[src/rtl/chiplet_types_pkg.sv]
// Shared chiplet link types: comma encodings seen by the phy RX decoder and
// default virtual-channel sizing used by the endnode and switch.
package chiplet_types_pkg;

  typedef enum logic [1:0] {
    NONE_SEL      = 2'd0,
    START_PKT_SEL = 2'd1,
    END_PKT_SEL   = 2'd2,
    GRTCRED_SEL   = 2'd3
  } comma_sel_t;

  localparam int NUM_VC_DEFAULT     = 2;
  localparam int MAX_CREDIT_DEFAULT = 8;
  localparam int CRED_W_DEFAULT     = $clog2(MAX_CREDIT_DEFAULT + 1);

  typedef logic [CRED_W_DEFAULT-1:0] vc_credit_t;

  // Request/grant pair as seen by a rotating-priority arbiter client.
  typedef struct packed {
    logic valid;
    logic last;
  } vc_req_t;

endpackage

[src/rtl/vc_rr_arbiter.sv]
// Rotating-priority arbiter: picks the first requester at or above the pointer,
// wrapping, and moves the pointer just past the winner when the grant is used.
module vc_rr_arbiter #(
  parameter int N     = 2,
  parameter int IDX_W = (N > 1) ? $clog2(N) : 1
) (
  input  logic             CLK,
  input  logic             RST,
  input  logic [N-1:0]     req,
  input  logic             advance,
  output logic [N-1:0]     gnt,
  output logic [IDX_W-1:0] gnt_idx,
  output logic             gnt_valid,
  output logic [IDX_W-1:0] rr_ptr
);

  logic [IDX_W:0]   sum;
  logic [IDX_W-1:0] cand;

  always_comb begin
    gnt       = '0;
    gnt_idx   = '0;
    gnt_valid = 1'b0;
    sum       = '0;
    cand      = '0;
    for (int i = 0; i < N; i++) begin
      sum = {1'b0, rr_ptr} + (IDX_W + 1)'(i);
      if (sum >= (IDX_W + 1)'(N)) sum = sum - (IDX_W + 1)'(N);
      cand = sum[IDX_W-1:0];
      if (!gnt_valid && req[cand]) begin
        gnt_valid  = 1'b1;
        gnt_idx    = cand;
        gnt[cand]  = 1'b1;
      end
    end
  end

  always_ff @(posedge CLK or posedge RST) begin
    if (RST) begin
      rr_ptr <= '0;
    end else if (advance) begin
      rr_ptr <= (gnt_idx == IDX_W'(N - 1)) ? '0 : gnt_idx + IDX_W'(1);
    end
  end

endmodule

[src/rtl/endnode_vc_link_ctrl.sv]
// Endnode link controller: per-VC TX credits, owed credit-return commas,
// CRC-fail counters and a per-packet sticky RX error report.
module endnode_vc_link_ctrl
  import chiplet_types_pkg::*;
#(
  parameter int NUM_VC     = NUM_VC_DEFAULT,
  parameter int MAX_CREDIT = MAX_CREDIT_DEFAULT,
  parameter int CRED_W     = $clog2(MAX_CREDIT + 1),
  parameter int CNT_W      = 16,
  parameter int VC_W       = (NUM_VC > 1) ? $clog2(NUM_VC) : 1
) (
  input  logic                     CLK,
  input  logic                     RST,
  input  logic                     sw_start_tx,
  input  logic [VC_W-1:0]          sw_vc_tx,
  output logic                     sw_accept_tx,
  output logic [NUM_VC-1:0]        sw_credit_avail,
  input  logic                     phy_tx_busy,
  output logic                     phy_data_write,
  output logic                     phy_grtcred_write,
  output logic [VC_W-1:0]          phy_grtcred_vc,
  input  logic [NUM_VC-1:0]        buf_free,
  input  logic                     phy_rx_done,
  input  comma_sel_t               phy_rx_comma_sel,
  input  logic [VC_W-1:0]          phy_rx_vc,
  input  logic                     phy_rx_packet_done,
  input  logic                     phy_rx_crc_corr,
  input  logic                     phy_rx_err,
  output logic                     pkt_err_valid,
  output logic                     pkt_err,
  output logic [NUM_VC*CNT_W-1:0]  crc_fail_cnt,
  output logic [NUM_VC*CRED_W-1:0] credit_cnt,
  output logic                     proto_err
);

  // Handshake: the switch holds sw_start_tx/sw_vc_tx until sw_accept_tx is
  // seen high in the same cycle; phy_data_write and phy_grtcred_write are
  // single-cycle pulses that the phy TX manager takes whenever phy_tx_busy is
  // low. Nothing is issued while RST is high.

  logic [NUM_VC-1:0] owed_nz;
  logic [NUM_VC-1:0] credit_nz;
  logic [NUM_VC-1:0] gnt_onehot;
  logic [NUM_VC-1:0] ovf_v;
  logic [VC_W-1:0]   gnt_idx;
  logic [VC_W-1:0]   rr_ptr;
  logic              gnt_any;
  logic              grant_req;
  logic              sel_credit_nz;
  logic              err_store;

  vc_rr_arbiter #(
    .N     (NUM_VC),
    .IDX_W (VC_W)
  ) u_arb (
    .CLK       (CLK),
    .RST       (RST),
    .req       (owed_nz),
    .advance   (grant_req),
    .gnt       (gnt_onehot),
    .gnt_idx   (gnt_idx),
    .gnt_valid (gnt_any),
    .rr_ptr    (rr_ptr)
  );

  // Credit returns win over data starts so a peer waiting on credits never stalls.
  assign grant_req         = gnt_any & ~phy_tx_busy & ~RST;
  assign phy_grtcred_write = grant_req;
  assign phy_grtcred_vc    = gnt_idx;

  always_comb begin
    sel_credit_nz = 1'b0;
    for (int v = 0; v < NUM_VC; v++) begin
      if (sw_vc_tx == VC_W'(v)) sel_credit_nz = credit_nz[v];
    end
  end

  assign sw_accept_tx    = sw_start_tx & sel_credit_nz & ~phy_tx_busy & ~grant_req & ~RST;
  assign phy_data_write  = sw_accept_tx;
  assign sw_credit_avail = credit_nz;

  for (genvar v = 0; v < NUM_VC; v++) begin : g_vc
    logic [CRED_W-1:0] credit_q;
    logic [CRED_W-1:0] owed_q;
    logic [CNT_W-1:0]  crc_q;
    logic              cred_inc;
    logic              cred_dec;
    logic              owed_inc;
    logic              owed_dec;
    logic              crc_inc;

    assign cred_inc = phy_rx_done && (phy_rx_comma_sel == GRTCRED_SEL) &&
                      (phy_rx_vc == VC_W'(v));
    assign cred_dec = sw_accept_tx && (sw_vc_tx == VC_W'(v));
    assign owed_inc = buf_free[v];
    assign owed_dec = grant_req && gnt_onehot[v];
    assign crc_inc  = phy_rx_packet_done && !phy_rx_crc_corr && (phy_rx_vc == VC_W'(v));

    // A lone return at the ceiling means the peer returned more than it was given.
    assign ovf_v[v] = cred_inc && !cred_dec && (credit_q == CRED_W'(MAX_CREDIT));

    always_ff @(posedge CLK or posedge RST) begin
      if (RST) begin
        credit_q <= CRED_W'(MAX_CREDIT);
      end else if (cred_inc && !cred_dec && (credit_q != CRED_W'(MAX_CREDIT))) begin
        credit_q <= credit_q + CRED_W'(1);
      end else if (cred_dec && !cred_inc) begin
        credit_q <= credit_q - CRED_W'(1);
      end
    end

    always_ff @(posedge CLK or posedge RST) begin
      if (RST) begin
        owed_q <= '0;
      end else if (owed_inc && !owed_dec && (owed_q != CRED_W'(MAX_CREDIT))) begin
        owed_q <= owed_q + CRED_W'(1);
      end else if (owed_dec && !owed_inc) begin
        owed_q <= owed_q - CRED_W'(1);
      end
    end

    always_ff @(posedge CLK or posedge RST) begin
      if (RST) begin
        crc_q <= '0;
      end else if (crc_inc && (crc_q != '1)) begin
        crc_q <= crc_q + CNT_W'(1);
      end
    end

    assign credit_nz[v] = (credit_q != '0);
    assign owed_nz[v]   = (owed_q != '0);
    assign credit_cnt[v*CRED_W +: CRED_W] = credit_q;
    assign crc_fail_cnt[v*CNT_W +: CNT_W] = crc_q;
  end

  always_ff @(posedge CLK or posedge RST) begin
    if (RST) begin
      proto_err <= 1'b0;
    end else if (|ovf_v) begin
      proto_err <= 1'b1;
    end
  end

  // An error arriving on the last flit belongs to the packet that is ending.
  always_ff @(posedge CLK or posedge RST) begin
    if (RST) begin
      err_store <= 1'b0;
    end else if (phy_rx_packet_done) begin
      err_store <= 1'b0;
    end else begin
      err_store <= err_store | phy_rx_err;
    end
  end

  assign pkt_err_valid = phy_rx_packet_done & ~RST;
  assign pkt_err       = pkt_err_valid & (err_store | phy_rx_err);

endmodule

[config.mk]
export PLATFORM = sky130hd
export DESIGN_NAME = endnode_vc_link_ctrl
export DESIGN_NICKNAME = d
export VERILOG_FILES = /design/src/rtl/chiplet_types_pkg.sv /design/src/rtl/vc_rr_arbiter.sv /design/src/rtl/endnode_vc_link_ctrl.sv
export SDC_FILE = /design/constraint.sdc
export NUM_CORES = 1
export LEC_CHECK = 0
export ABC_AREA = 0
export ABC_CLOCK_PERIOD_IN_PS = 8800
export CAP_MARGIN = 10
export CORE_ASPECT_RATIO = 0.6
export CORE_UTILIZATION = 24
export DETAILED_ROUTE_END_ITERATION = 10
export PLACE_DENSITY_LB_ADDON = 0.12
export SETUP_SLACK_MARGIN = 0.15
export SLEW_MARGIN = 0
export SYNTH_ARGS = -nofsm -noshare
export SYNTH_HDL_FRONTEND = slang
export SYNTH_HIERARCHICAL = 1
export SYNTH_SLANG_ARGS = --single-unit
export TNS_END_PERCENT = 10
[constraint.sdc]
create_clock -name CLK -period 8.8 [get_ports CLK]
set_clock_uncertainty 0.05 [all_clocks]
set_input_delay 2.64 -clock CLK [delete_from_list [all_inputs] [get_ports CLK]]
set_output_delay 2.64 -clock CLK [all_outputs]
set_load 0.1 [all_outputs]
==> key figures, run 1 <==
STA
  • Slew headroom: 31.3%
  • Final WS setup: 1350 ps
  • Final min period: 7450 ps
  • Fmax: 134 MHz
  • Hold Slack: 441 ps
  • Final hold vios: 0
  • Final setup fails: 0
  • RSZ-0062 raised after global routing: false
  • Slew @ Worst Pin: 1030 ps
  • Final Cycle Share: 84.6%
  • Pins Over Slew Limit: 0
  • Setup TNS: 0 ps

Global route
  • Global-route wire length before repair: 11.8 mm
  • Antenna violations before repair: 0
  • Pin count of the biggest net entering global routing: 47
  • Total congestion overflow: 0
  • GRT Overall Usage: 11.8%
  • Vias in the first global route: 2222

Layout
  • Final instance area: 0.00395 mm²
  • Final core occ: 32.5%
  • Fillers: 1247
  • Final nets: 379
  • Layout Cells excl Fill: 516
  • Area growth, synth to finish: 31.5%
  • Share of layout cells above drive strength 1: 8.83%
  • Diode count: 0

Clock network
  • Clk buf depth: 2
  • Hold Buf Count CTS: 0
  • Number of H-tree levels: 2
  • Setup Fix Bufs, Post-CTS: 0
  • Clock-pin slew on the worst setup and hold paths: 70 ps
  • TritonCTS Buffers: 5
  • CTS tree: yes
  • Worst skew pair latency: 290 ps
  • # clock sinks: 51
  • Root Driver: clkbuf_16
  • CTS resizes: 0

Placed design
  • Buffers on Ports: 62
  • Final Wtd Congestion: 0.755
  • Place WS: 1310 ps
  • Hpwl dp: 5.53 mm
  • Post-DP Area: 0.00381 mm²
  • Dpl cells: 509

Detailed routing
  • Detail Route Antenna Nets: 0
  • Drt pass-1 iters: 4
  • DRT iter0 DRCs: 82
  • Drt wl/cell: 14.3 µm
  • Total Wirelength: 7.37 mm
  • Via-to-Cell Ratio: 4.54
  • DRC: 0
  • Via count: 2342

Flow run
  • Max-cap violation count: 0

Worst setup path
  • WS Path Type: input pin to output port
  • Worst EP required: 6110 ps
  • Crit path capture: pkt_err
  • Crit Reg-Reg Endpoint: g_vc[0].credit_q[3]$_DFFE_PP1P_
  • CP startpoint kind: input pin
  • Instance count on the critical path: 4
  • Crit-path max cell delay: 1130 ps
  • Crit. End Element: output port
  • CP max-delay cell: clkdlybuf4s50_1
  • Critical R2R Launch: g_vc[1].owed_q[0]$_DFFE_PP0P_
  • Worst-path cell chain: clkdlybuf4s50_1, nor2b_1, nor2b_1, clkdlybuf4s50_1
  • Crit path DAT: 4760 ps
  • Worst Reg-to-Reg Cells: 11
  • Delay-heaviest family, CP: buffers and inverters
  • Flop2flop setup slack: 5310 ps
  • Bufs and invs on worst path: 2
  • Critical path origin: RST
  • Critical Path Fanout Max: 8

Logic synthesis
  • Synth Flop Type: dfrtp_1
  • Mapped Area: 0.00300 mm²
  • Synth cell types: 54
  • Sequential element share of the synthesized area: 42.6%
  • Cells after Synth: 286
  • Post-synth EDFFs: 0
  • Synth top area share: 40.9%
  • Syn Area/Cell: 10.5 µm²
  • Largest area contributor in the netlist: dfrtp_1
  • Syn_nets: 314
  • Synth Register Bits: 51
  • Async set-reset flop share out of synthesis: 100%
  • Synth warnings: 6
  • Post-synth top cells: 49 x dfrtp_1, 27 x xor2_1, 19 x nand2_1
  • Most common cell in the netlist: dfrtp_1
  • Synth top area cells: dfrtp_1 41%, xor2_1 7.9%, ha_1 4.2%, mux2_2 3.8%, xnor2_1 2.9%

Die
  • IO Pins: 63
  • Die Span Y: 88.6 µm
  • FP Rows: 31
  • Die ar.: 0.0130 mm²
  • Chip width: 146 µm
  • Initial core utilization: 24.7%
  • Core area: 0.0121 mm²

Power and ir drop
  • Static leakage: 1.66 nW
  • Power per cell area: 339 mW/mm²
  • VDD IR-drop max: 0.000266 V
  • Final Power: 1.34 mW

Run status
  • Status: finished clean

Min path
  • Type of the worst min-delay path: flip-flop to flip-flop
-- worst min path at each step --
| stage | start | endpoint | depth (start not counted) |
|---|---|---|---|
| after detailed placement | err_store$_DFF_PP0_ | err_store$_DFF_PP0_ | 2 |
| after global placement | proto_err$_DFFE_PP0P_ | proto_err$_DFFE_PP0P_ | 1 |
| after CTS | err_store$_DFF_PP0_ | err_store$_DFF_PP0_ | 2 |
| final | g_vc[0].owed_q[3]$_DFFE_PP0P_ | g_vc[0].owed_q[3]$_DFFE_PP0P_ | 1 |
| after floorplan | err_store$_DFF_PP0_ | err_store$_DFF_PP0_ | 2 |
| after global routing | err_store$_DFF_PP0_ | err_store$_DFF_PP0_ | 2 |
-- where the power goes --
part | switching, mW | internal (mW)
logic | 0.520 | 0.229
clock network | 0.0900 | 0.104
registers | 0.0926 | 0.303
total | 0.703 | 0.637
-- final cells by class --
type	count	area [µm²]	share of cell area [%]
multi-input combinational	225	1680	42.5
sequential	51	1280	32.4
inverter	4	15.0	0.380
clock inverter	2	13.8	0.349
timing repair buffer	64	628	15.9
tap	165	206	5.23
clock buffer	5	125	3.17
-- registers in the layout, indices dropped and copies added (netlist names), named ones only --
signal	count
err_store	1
g_vc.owed_q	8
g_vc.credit_q	8
proto_err	1
g_vc.crc_q	32
-- cell families after synthesis --
family                   Yosys count  share of synthesized area [%]
buffers and inverters             10                           1.46
XOR/XNOR                          37                           10.8
adder cells (fa/ha/maj)           14                           6.84
flip-flops                        51                           42.6
AO/OA/AOI/OAI                     34                           8.29
multiplexers                      17                           6.09
AND/OR/NAND/NOR                  123                           23.9
-- layer usage --
| layer | GRT usage (%) | up-vias | wire length [µm] |
|---|---|---|---|
| met4 | 3.13 | 0 | 56 |
| li1 | - | 1189 | - |
| met2 | 15.9 | 41 | 2850 |
| met5 | 0 | - | 0 |
| met3 | 3.71 | 7 | 350 |
| met1 | 17.8 | 1105 | 4120 |
-- cells in the final DEF, fill, tap and decap left out, drive strengths merged, types with 3 or more instances in the layout --
master / n
a21o: 3
nand2: 19
a211o: 3
dfrtp: 49
mux2i: 7
a21oi: 9
a31oi: 3
nor2: 14
and2: 6
nand3: 14
clkbuf: 5
nor4b: 3
nand2b: 5
nor3b: 5
fa: 4
and3: 3
xor2: 27
mux2: 10
nor3: 15
buf: 5
clkdlybuf4s50: 59
xnor2: 10
ha: 10
o21ai: 3
nor2b: 3
nor4: 7
inv: 4
nand4: 11
(Power assumes the default switching activity.)
==> inputs of run 2 (changes only) <==
--- a/config.mk
+++ b/config.mk
@@ -6,7 +6,7 @@
 export NUM_CORES = 1
 export LEC_CHECK = 0
 export ABC_AREA = 0
-export ABC_CLOCK_PERIOD_IN_PS = 8800
+export ABC_CLOCK_PERIOD_IN_PS = 6700
 export CAP_MARGIN = 10
 export CORE_ASPECT_RATIO = 0.6
 export CORE_UTILIZATION = 24
==> constraint.sdc (replaced) <==
create_clock -name CLK -period 6.7 [get_ports CLK]
set_clock_uncertainty 0.05 [all_clocks]
set_input_delay 2.01 -clock CLK [delete_from_list [all_inputs] [get_ports CLK]]
set_output_delay 2.01 -clock CLK [all_outputs]
set_load 0.1 [all_outputs]
==> run 2 against run 1 <==
Net effect:
- setup slack lost 650 ps
- combinational power increased by 32%
- die area is the same
- global-route usage grew 0.062 points
- critical path depth unchanged
- flip-flop and latch count did not move
- cell area increased by 0.73%
- first-iteration DRC count up 72%
- critical path type unchanged
- final cell count increased by 0.19%
- highest routed layer unchanged
- non-clock buffer count is the same
- via count is 1.8% higher
==> key figures, run 2 (same netlist as run 1, synthesis figures left out) <==
Run status
  • Status: finished clean

Clock network
  • CTS resizes: 0
  • CTS tree: yes
  • Root Driver: clkbuf_16
  • TritonCTS Buffers: 5
  • Setup Fix Bufs, Post-CTS: 0
  • Number of H-tree levels: 2
  • Worst skew pair latency: 300 ps
  • Clk buf depth: 2
  • Clock-pin slew on the worst setup and hold paths: 70 ps
  • # clock sinks: 51
  • Hold Buf Count CTS: 0

Power and ir drop
  • Int Power: 840 µW
  • Combinational share of power: 55.7%
  • Power per cell area: 444 mW/mm²
  • Sw power: 927 µW
  • Static leakage: 1.66 nW
  • Net Sw Frac: 52.5%
  • Clk network pwr share: 15.0%
  • Final Power: 1.77 mW
  • VDD IR-drop max: 0.000191 V
  • Reg power frac: 29.2%

Die
  • Die ar.: 0.0130 mm²
  • Die Span Y: 88.6 µm
  • FP Rows: 31
  • Chip width: 146 µm
  • Initial core utilization: 24.7%
  • IO Pins: 63
  • Core area: 0.0121 mm²

Layout
  • Area growth, synth to finish: 32.4%
  • Layout Cells excl Fill: 517
  • Fillers: 1223
  • Largest register FFs: 32
  • Most frequent cells in the layout: 57 x clkdlybuf4s50_1, 49 x dfrtp_1, 27 x xor2_1, 19 x nand2_1, 15 x nor3_1
  • Diode count: 0
  • Biggest register: g_vc.crc_q
  • Share of layout cells above drive strength 1: 9.66%
  • Final nets: 379
  • Biggest registers after layout: g_vc.crc_q (32), g_vc.credit_q (8), g_vc.owed_q (8)
  • Commonest non-fill, non-tap cell in the layout: clkdlybuf4s50_1

Detailed routing
  • Total Wirelength: 7.32 mm
  • Via-to-Cell Ratio: 4.61
  • Drt wl/cell: 14.2 µm
  • DRT iter0 DRCs: 141
  • Via count: 2384
  • Routed length on met3: 355 µm
  • WL met2: 2.93 mm
  • Drt pass-1 iters: 4
  • DRC: 0
  • Detail Route Antenna Nets: 0
  • Max layer used: met4
  • Post-Route M1 WL: 3.98 mm

STA
  • Slew @ Worst Pin: 1010 ps
  • Final Cycle Share: 89.5%
  • RSZ-0062 raised after global routing: false
  • Pins Over Slew Limit: 0
  • Final min period: 6000 ps
  • Slew headroom: 32.6%
  • Final setup fails: 0
  • Final hold vios: 0
  • Fmax: 167 MHz

Placed design
  • Hpwl dp: 5.49 mm
  • Buffers on Ports: 62
  • Dpl cells: 509
  • Final Wtd Congestion: 0.749

Worst setup path
  • WS Path Type: input pin to output port
  • Worst EP required: 4640 ps
  • Critical R2R Launch: g_vc[1].owed_q[0]$_DFFE_PP0P_
  • Critical Path Fanout Max: 8
  • CP startpoint kind: input pin
  • Crit. End Element: output port
  • Flop2flop setup slack: 3110 ps
  • Worst Reg-to-Reg Cells: 11
  • Crit path DAT: 3940 ps
  • Crit Reg-Reg Endpoint: g_vc[0].credit_q[3]$_DFFE_PP1P_

Global route
  • Antenna violations before repair: 0
  • Global-route wire length before repair: 12.1 mm
  • Vias in the first global route: 2284
  • GRT Overall Usage: 11.9%
  • Total congestion overflow: 0
  • Pin count of the biggest net entering global routing: 37

Flow run
  • Max-cap violation count: 0

Min path
  • Type of the worst min-delay path: flip-flop to flip-flop
  • Hold path start: proto_err$_DFFE_PP0P_
  • Hold Path Depth: 1
  • Hold EP: proto_err$_DFFE_PP0P_
==> run 2: changes by cell type in the layout (fill, tap and decap cells not counted) <==
cell,change
nor2b_1,-1
clkinv_2,-1
clkinvlp_4,+1
clkinv_4,-1
inv_6,+1
clkbuf_1,+1
nor2b_2,+1
clkdlybuf4s50_1,-2
buf_12,+2
==> run 2: how the worst max path moves through the flow <==
stage	endpoint	cells past startpoint	slack (ps)	startpoint
final	sw_accept_tx	4	700	RST
after global routing	sw_accept_tx	4	600	RST
after CTS	sw_accept_tx	4	670	RST
after detailed placement	sw_accept_tx	4	680	RST
after global placement	phy_data_write	4	690	RST
after floorplan	sw_accept_tx	4	-40	phy_tx_busy
==> run 2: per-stage QoR <==
| step | setup TNS, ps | setup WS, ps | utilization, % | cell area, µm² | hold WS, ps |
|---|---|---|---|---|---|
| floorplan | -37.8 | -37.8 | - | 3000 | 406 |
| global placement | 0 | 695 | 31.5 | 3830 | 408 |
| detailed placement | 0 | 677 | 31.5 | 3830 | 425 |
| CTS | 0 | 673 | 32.7 | 3980 | 441 |
| global route | 0 | 603 | 32.7 | 3980 | 469 |
| finish | 0 | 704 | 32.7 | 3980 | 437 |
==> run 2: layout make-up <==
cell class	instances	area, µm²	share of cell area, %
multi-input cells	225	1680	42.3
clock inverters	2	16.3	0.409
flip-flops and latches	51	1280	32.2
well taps	165	206	5.19
repair buffers	64	648	16.3
clock buffers	6	129	3.24
inverters	4	15.0	0.378
==> run 2: worst max-delay path: stages <==
cell             delay (ps)
clkdlybuf4s50_1         580
or4b_1                  650
a21oi_1                 450
buf_12                  240
==> run 2: power by group through the flow <==
| stage | registers [mW] | clock network, mW | logic, mW |
|---|---|---|---|
| floorplan | 0.906 | 0 | 0.375 |
| global placement | 0.525 | 0 | 0.983 |
| detailed placement | 0.524 | 0 | 0.989 |
| CTS | 0.519 | 0.275 | 0.992 |
| global route | 0.539 | 0.287 | 1.05 |
| finish | 0.517 | 0.266 | 0.985 |
==> run 2: metal layers <==
metal | track usage [%] | up-vias
met3 | 3.87 | 5
li1 | - | 1188
met5 | 0 | -
met1 | 17.2 | 1142
met2 | 17.1 | 49
met4 | 2.56 | 0
